<file path="config.mk">
export PLATFORM = sky130hd
export DESIGN_NAME = counter_ctrl
export DESIGN_NICKNAME = d
export VERILOG_FILES = /design/src/rtl/counter_ctrl.sv
export SDC_FILE = /design/constraint.sdc
export NUM_CORES = 1
export LEC_CHECK = 0
export CORE_ASPECT_RATIO = 1.75
export CORE_MARGIN = 5
export CORE_UTILIZATION = 40
export DETAILED_ROUTE_END_ITERATION = 6
export PLACE_DENSITY = 0.65
export SYNTH_ARGS = -nofsm -noshare
export SYNTH_HDL_FRONTEND = slang
export SYNTH_SLANG_ARGS = --single-unit
</file>
<file path="constraint.sdc">
create_clock -name clk -period 3.02 [get_ports clk]
set_input_delay 0.604 -clock clk [delete_from_list [all_inputs] [get_ports clk]]
set_output_delay 0.604 -clock clk [all_outputs]
set_load 0.01 [all_outputs]
</file>
<file path="src/rtl/counter_ctrl.sv">
// Run/pause/step/done controller for a two-digit BCD counter with prescaler,
// driving an active-low two-digit seven-segment bus (tens blanked when zero).
module counter_ctrl #(
  parameter int unsigned DIV = 4,
  parameter int unsigned MAX = 99
) (
  input  logic        clk,
  input  logic        rst,
  input  logic        clr,
  input  logic        start,
  input  logic        stop,
  input  logic        step,
  input  logic        mode,
  output logic [13:0] seg,
  output logic        running,
  output logic        done
);

  localparam int unsigned PW     = (DIV > 1) ? $clog2(DIV) : 1;
  localparam logic [3:0]  MAX_T  = 4'(MAX / 10);
  localparam logic [3:0]  MAX_U  = 4'(MAX % 10);
  localparam logic [PW-1:0] P_LAST = PW'(DIV - 1);
  localparam logic [6:0]  BLANK  = 7'b1111111;

  typedef enum logic [1:0] {S_IDLE, S_RUN, S_PAUSE, S_DONE} state_e;

  state_e        state_q, state_d;
  logic [3:0]    tens_q, tens_d, units_q, units_d;
  logic [PW-1:0] p_q, p_d;

  logic       tick;
  logic       at_max;
  logic [3:0] inc_tens, inc_units;
  logic       inc_hits_max;
  logic       do_inc;

  // Next count value for one increment, including the terminal behaviour
  always_comb begin
    at_max    = (tens_q == MAX_T) && (units_q == MAX_U);
    inc_tens  = tens_q;
    inc_units = units_q;
    if (at_max) begin
      if (!mode) begin
        inc_tens  = 4'd0;
        inc_units = 4'd0;
      end
    end else if (units_q == 4'd9) begin
      inc_units = 4'd0;
      inc_tens  = tens_q + 4'd1;
    end else begin
      inc_units = units_q + 4'd1;
    end
    inc_hits_max = (inc_tens == MAX_T) && (inc_units == MAX_U);
  end

  assign tick = (p_q == P_LAST);

  // Next-state: priority clr > stop > start > step; p only advances in RUN
  always_comb begin
    state_d = state_q;
    tens_d  = tens_q;
    units_d = units_q;
    p_d     = '0;
    do_inc  = 1'b0;

    if (clr) begin
      state_d = S_IDLE;
      tens_d  = 4'd0;
      units_d = 4'd0;
    end else begin
      case (state_q)
        S_IDLE: begin
          if (stop) begin
            state_d = S_IDLE;
          end else if (start) begin
            state_d = S_RUN;
          end else if (step) begin
            do_inc = 1'b1;
          end
        end
        S_RUN: begin
          if (stop) begin
            state_d = S_PAUSE;
          end else if (tick) begin
            do_inc = 1'b1;
          end else begin
            p_d = p_q + 1'b1;
          end
        end
        S_PAUSE: begin
          if (stop) begin
            state_d = S_PAUSE;
          end else if (start) begin
            state_d = S_RUN;
          end else if (step) begin
            do_inc = 1'b1;
          end
        end
        S_DONE: begin
          if (!stop && start) begin
            state_d = S_RUN;
            tens_d  = 4'd0;
            units_d = 4'd0;
          end
        end
        default: state_d = S_IDLE;
      endcase

      if (do_inc) begin
        tens_d  = inc_tens;
        units_d = inc_units;
        if (mode && inc_hits_max) begin
          state_d = S_DONE;
        end
      end
    end
  end

  always_ff @(posedge clk) begin
    if (rst) begin
      state_q <= S_IDLE;
      tens_q  <= 4'd0;
      units_q <= 4'd0;
      p_q     <= '0;
    end else begin
      state_q <= state_d;
      tens_q  <= tens_d;
      units_q <= units_d;
      p_q     <= p_d;
    end
  end

  function automatic logic [6:0] seg7(input logic [3:0] d);
    case (d)
      4'd0:    seg7 = 7'b1000000;
      4'd1:    seg7 = 7'b1111001;
      4'd2:    seg7 = 7'b0100100;
      4'd3:    seg7 = 7'b0110000;
      4'd4:    seg7 = 7'b0011001;
      4'd5:    seg7 = 7'b0010010;
      4'd6:    seg7 = 7'b0000010;
      4'd7:    seg7 = 7'b1111000;
      4'd8:    seg7 = 7'b0000000;
      4'd9:    seg7 = 7'b0010000;
      default: seg7 = BLANK;
    endcase
  endfunction

  assign seg     = {seg7(units_q), (tens_q == 4'd0) ? BLANK : seg7(tens_q)};
  assign running = (state_q == S_RUN);
  assign done    = (state_q == S_DONE);

endmodule

</file>
# After elaboration in Yosys (flattened, before gate mapping)
# Memories as Yosys holds them, arrays and structs flattened. A register that Yosys moved wholly into a read port is not among the register bits.
# Cells that the tools add are included.
# W data, S select, Z words.
totals:
  memories: 2
  regBits: 12
  out_inout_bits: 16
  rom_bits: 224
  input_bits: 7
mem_list:
  columns: ["name", "depth", "width", "rd", "rd_clocked_by_memory_dff", "wr", "line", "text"]
  rows:
  - ["(no name shown)", 16, 7, 1, 1, 0, "134", "case (d)"]
  - ["(no name shown)", 16, 7, 1, 1, 0, "134", null]
op_classes:
  n_eq_ne: 8
  reduce_logical: 13
  muxes: 30
  n_bitwise: 1
  addsub: 3
ops:
  columns: ["operator", "count"]
  rows:
  - ["$mux W4", 14]
  - ["$eq A4 B4 Y1 const B", 4]
  - ["$mux W2", 7]
  - ["$add A4 B1 Y4 const B", 2]
  - ["$pmux W2 S4", 1]
  - ["$mux W7", 1]
  - ["$eq A2 B2 Y1 const B", 3]
  - ["$mux W1", 6]
  - ["$reduce_or A5 Y1", 1]
  - ["$logic_and A1 B1 Y1", 4]
  - ["$logic_not A4 Y1", 1]
  - ["$reduce_bool A2 Y1", 2]
  - ["$reduce_or A2 Y1", 2]
  - ["$add A2 B1 Y2 const B", 1]
  - ["$eq A2 B1 Y1 const B", 1]
  - ["$logic_not A2 Y1", 1]
  - ["$pmux W1 S2", 1]
  - ["$reduce_and A2 Y1", 1]
  - ["$logic_not A1 Y1", 1]
  - ["$not A1 Y1", 1]

# Logic depth before layout (Yosys ltp)
logic_depth:
  depth_word: 9
  ltp_mapped: 12
  ltp_nobuf: 12

# Worst setup path before layout
# OpenSTA, ideal clock, no wires.
synth_path:
  path_kind: "input to register"
  startpoint: "input start"
  endpoint: "register with a tool-made name"
  setup_ps: 101
  arrival_ps: 2674
  t_required_ps: 2919
  cell_stages: 10
  setup_slack_ps: 245
  path_buffers: 1
  path_cell_list: "or3b_4 a21oi_4 buf_6 a211oi_1 o21ai_0 and2_1 inv_1 ha_1 a31o_2 o41ai_1"
synth_lines:
  columns: ["item", "line", "text"]
  rows:
  - ["start: declaration", "10", "input logic start,"]

==> results.py <==
metrics = {
    "worst_hold_path": {
        "hold-path-cell-count": 1,
        "holdCritPathClass": "reg -> reg",
    },
    "placement": {
        "placed_area_sq_mm": 0.002163,
        "dpl.hpwl_microns": 3519,
        "place_congestion": 0.9250,
        "place_inst": 281,
        "io_buffers": 22,
    },
    "worst_setup_path": {
        "cp.arrival_ns": 2.95,
        "rr_worst_depth": 10,
        "cp_max_fo": 5,
        "crit_path_start_kind": "input pin",
        "required_ns": 3.16,
        "endpoint_kind": "flip-flop",
        "worstSetupPathType": "in -> reg",
    },
    "sta": {
        "post-route-period-util_pct": 93.04,
        "rsz0062_at_grt": "false",
        "tightest_slew_ns": 0.5608,
        "skew_ns": 0.005447,
        "timing.hold.ws_ns": 0.5393,
        "relSlewSlack_pct": 62.41,
        "drv_slew": 0,
        "period_needed_ns": 2.810,
        "finalSetupViolCount": 0,
        "hold_viol_final": 0,
        "timing.fmax_mhz": 355.9,
    },
    "synth": {
        "synth.area.mux_share_pct": 2.391,
        "synth_edf_count": 0,
        "ys_top_cells_by_area": "dfxtp_1, ha_1, or2_2, a21oi_1, o21ai_0",
        "synthArstFlopShare_pct": 0,
        "synth-simple-area-share_pct": 21.30,
        "synthDistinctLibCells": 57,
        "synth_top_area_cell": "dfxtp_1",
        "synth_flop_cell": "dfxtp_1",
        "avgSynthCellArea_sq_um": 8.993,
        "synth_adder_area_share_pct": 11.59,
        "syn-instance-count": 192,
        "synth_xor_area_share_pct": 0.5072,
        "synth_area_sq_mm": 0.001727,
        "yosysTopAreaCellShare_pct": 30.14,
        "synth_top_family_by_area": "compound AO/OA/AOI/OAI gates",
        "synth-compound-area-share_pct": 28.91,
        "ys_warn_count": 0,
        "ys_seq_elements": 26,
        "syn_nets": 215,
        "ys_seq_area_share_pct": 30.14,
    },
    "final_layout": {
        "fin_area_sq_mm": 0.002218,
        "fillers": 383,
        "drive_above_1_share_pct": 25.00,
        "final_core_util_pct": 53.45,
        "multiInputGateArea_sq_mm": 0.001117,
        "area_delta_synth_final_pct": 28.48,
        "regArea_sq_um": 520.5,
        "instances_no_fill": 285,
        "final_nets": 260,
        "final_cell_mix": "dfxtp_1, buf_4, clkdlybuf4s50_1",
        "diodes": 0,
    },
    "detailed_routing": {
        "drc": 0,
        "viasPerCell": 5.537,
        "wl_microns": 4252,
        "final_antenna_net_count": 0,
        "drt-initial-drc-count": 17,
        "dr.pass1.iters": 5,
        "vias": 1578,
        "wl_per_cell_microns": 14.92,
    },
    "outcome": {
        "status": "completed",
    },
    "grt": {
        "antenna_found_initial": 0,
        "grt_usage_pct": 15.79,
        "grt_max_degree": 15,
        "gr-total-overflow": 0,
        "grt_first_pass_wirelength_microns": 7334,
        "grt_pass1_vias": 1641,
    },
    "floorplanning": {
        "die_x_microns": 59.67,
        "dieArea_sq_mm": 0.005782,
        "die_height_microns": 96.92,
        "ios": 23,
        "initial_core_util_pct": 41.60,
        "rows": 31,
        "fp.coreArea_sq_mm": 0.004150,
    },
    "cts": {
        "cts_root_buffer": "clkbuf_8",
        "cts-resized-gates": 0,
        "clkLatencyLatePin_ns": 0.27,
        "hold_buffers": 0,
        "htreeDepth": 1,
        "cts_tree": "yes",
        "path_clk_slew_ns": 0.09,
        "cts_setup_buffers": 0,
        "clk_path_buf_depth": 2,
        "cts.sinks": 26,
        "numCtsBuffers": 3,
    },
    "pwr": {
        "power_density_mw_per_mm2": 284.3,
        "peakVddDrop_mv": 0.2888,
        "p_leak_nw": 0.8333,
    },
    "flow_run": {
        "timing.max_cap.violations": 0,
    },
}
-- final cells by class --
cell class	count	area share [%]
Multi-Input combinational cell	145	50.37
Sequential cell	26	23.46
Timing Repair Buffer	48	18.73
Tap cell	49	2.764
Clock buffer	4	2.482
Inverter	13	2.200
-- synth_stat cells (all sizes together), types with 5 or more instances --
| master | n |
|---|---|
| a211oi | 5 |
| a21oi | 14 |
| and2 | 5 |
| and3 | 5 |
| clkbuf | 6 |
| dfxtp | 26 |
| ha | 16 |
| inv | 13 |
| nand2 | 7 |
| nand3 | 7 |
| nor2 | 7 |
| o21ai | 15 |
| or2 | 10 |
-- worst max-delay path: stages --
cell	delay [ns]
clkdlybuf4s50_1	0.44
or3b_4	0.40
a21boi_2	0.21
a211oi_1	0.21
o21ai_0	0.12
and2_1	0.20
ha_1	0.24
a2111oi_0	0.39
o41ai_1	0.14
-- cell families (layout without fill, tap and decap cells) --
logic type / after synthesis / after routing
AO/OA/AOI/OAI: 63 / 63
adder cells (fa/ha/maj): 16 / 16
buffers and inverters: 21 / 65
XOR/XNOR: 1 / 1
AND/OR/NAND/NOR: 61 / 61
flip-flops: 26 / 26
multiplexers: 4 / 4
-- layer usage --
| layer | vias to the layer above | track usage, % | routed length (microns) |
|---|---|---|---|
| met1 | 746 | 15.15 | 1487 |
| met5 | - | 0 | 0 |
| li1 | 791 | - | - |
| met3 | 10 | 2.530 | 116 |
| met2 | 31 | 30.83 | 2512 |
| met4 | 0 | 5.973 | 136 |
-- metrics by stage --
| stage | setup TNS [ns] | setup WS, ns | total power, mW |
|---|---|---|---|
| floorplan | 0 | 0.2448 | 0.3822 |
| global placement | -0.07406 | -0.05249 | 0.4115 |
| detailed placement | -0.1711 | -0.09016 | 0.4118 |
| CTS | 0 | 0.1901 | 0.6389 |
| global route | 0 | 0.07931 | 0.6571 |
| finish | 0 | 0.2101 | 0.6307 |
-- report_power, final --
part | internal, mW | total [mW] | switching (mW)
sequential | 0.344 | 0.345 | 0.000994
combinational | 0.0294 | 0.0584 | 0.0291
clock | 0.116 | 0.227 | 0.111
total | 0.490 | 0.631 | 0.141
-- path summary, 6_finish.rpt --
path                            startpoint         to  slack, ns
worst max-delay path                  step  flip-flop       0.21
worst max register to register  units_q[1]  flip-flop       0.50
worst min register to register      p_q[0]     p_q[0]       0.54
worst min-delay path                p_q[0]     p_q[0]       0.54
Note: power is estimated with default switching activity, not from simulation.
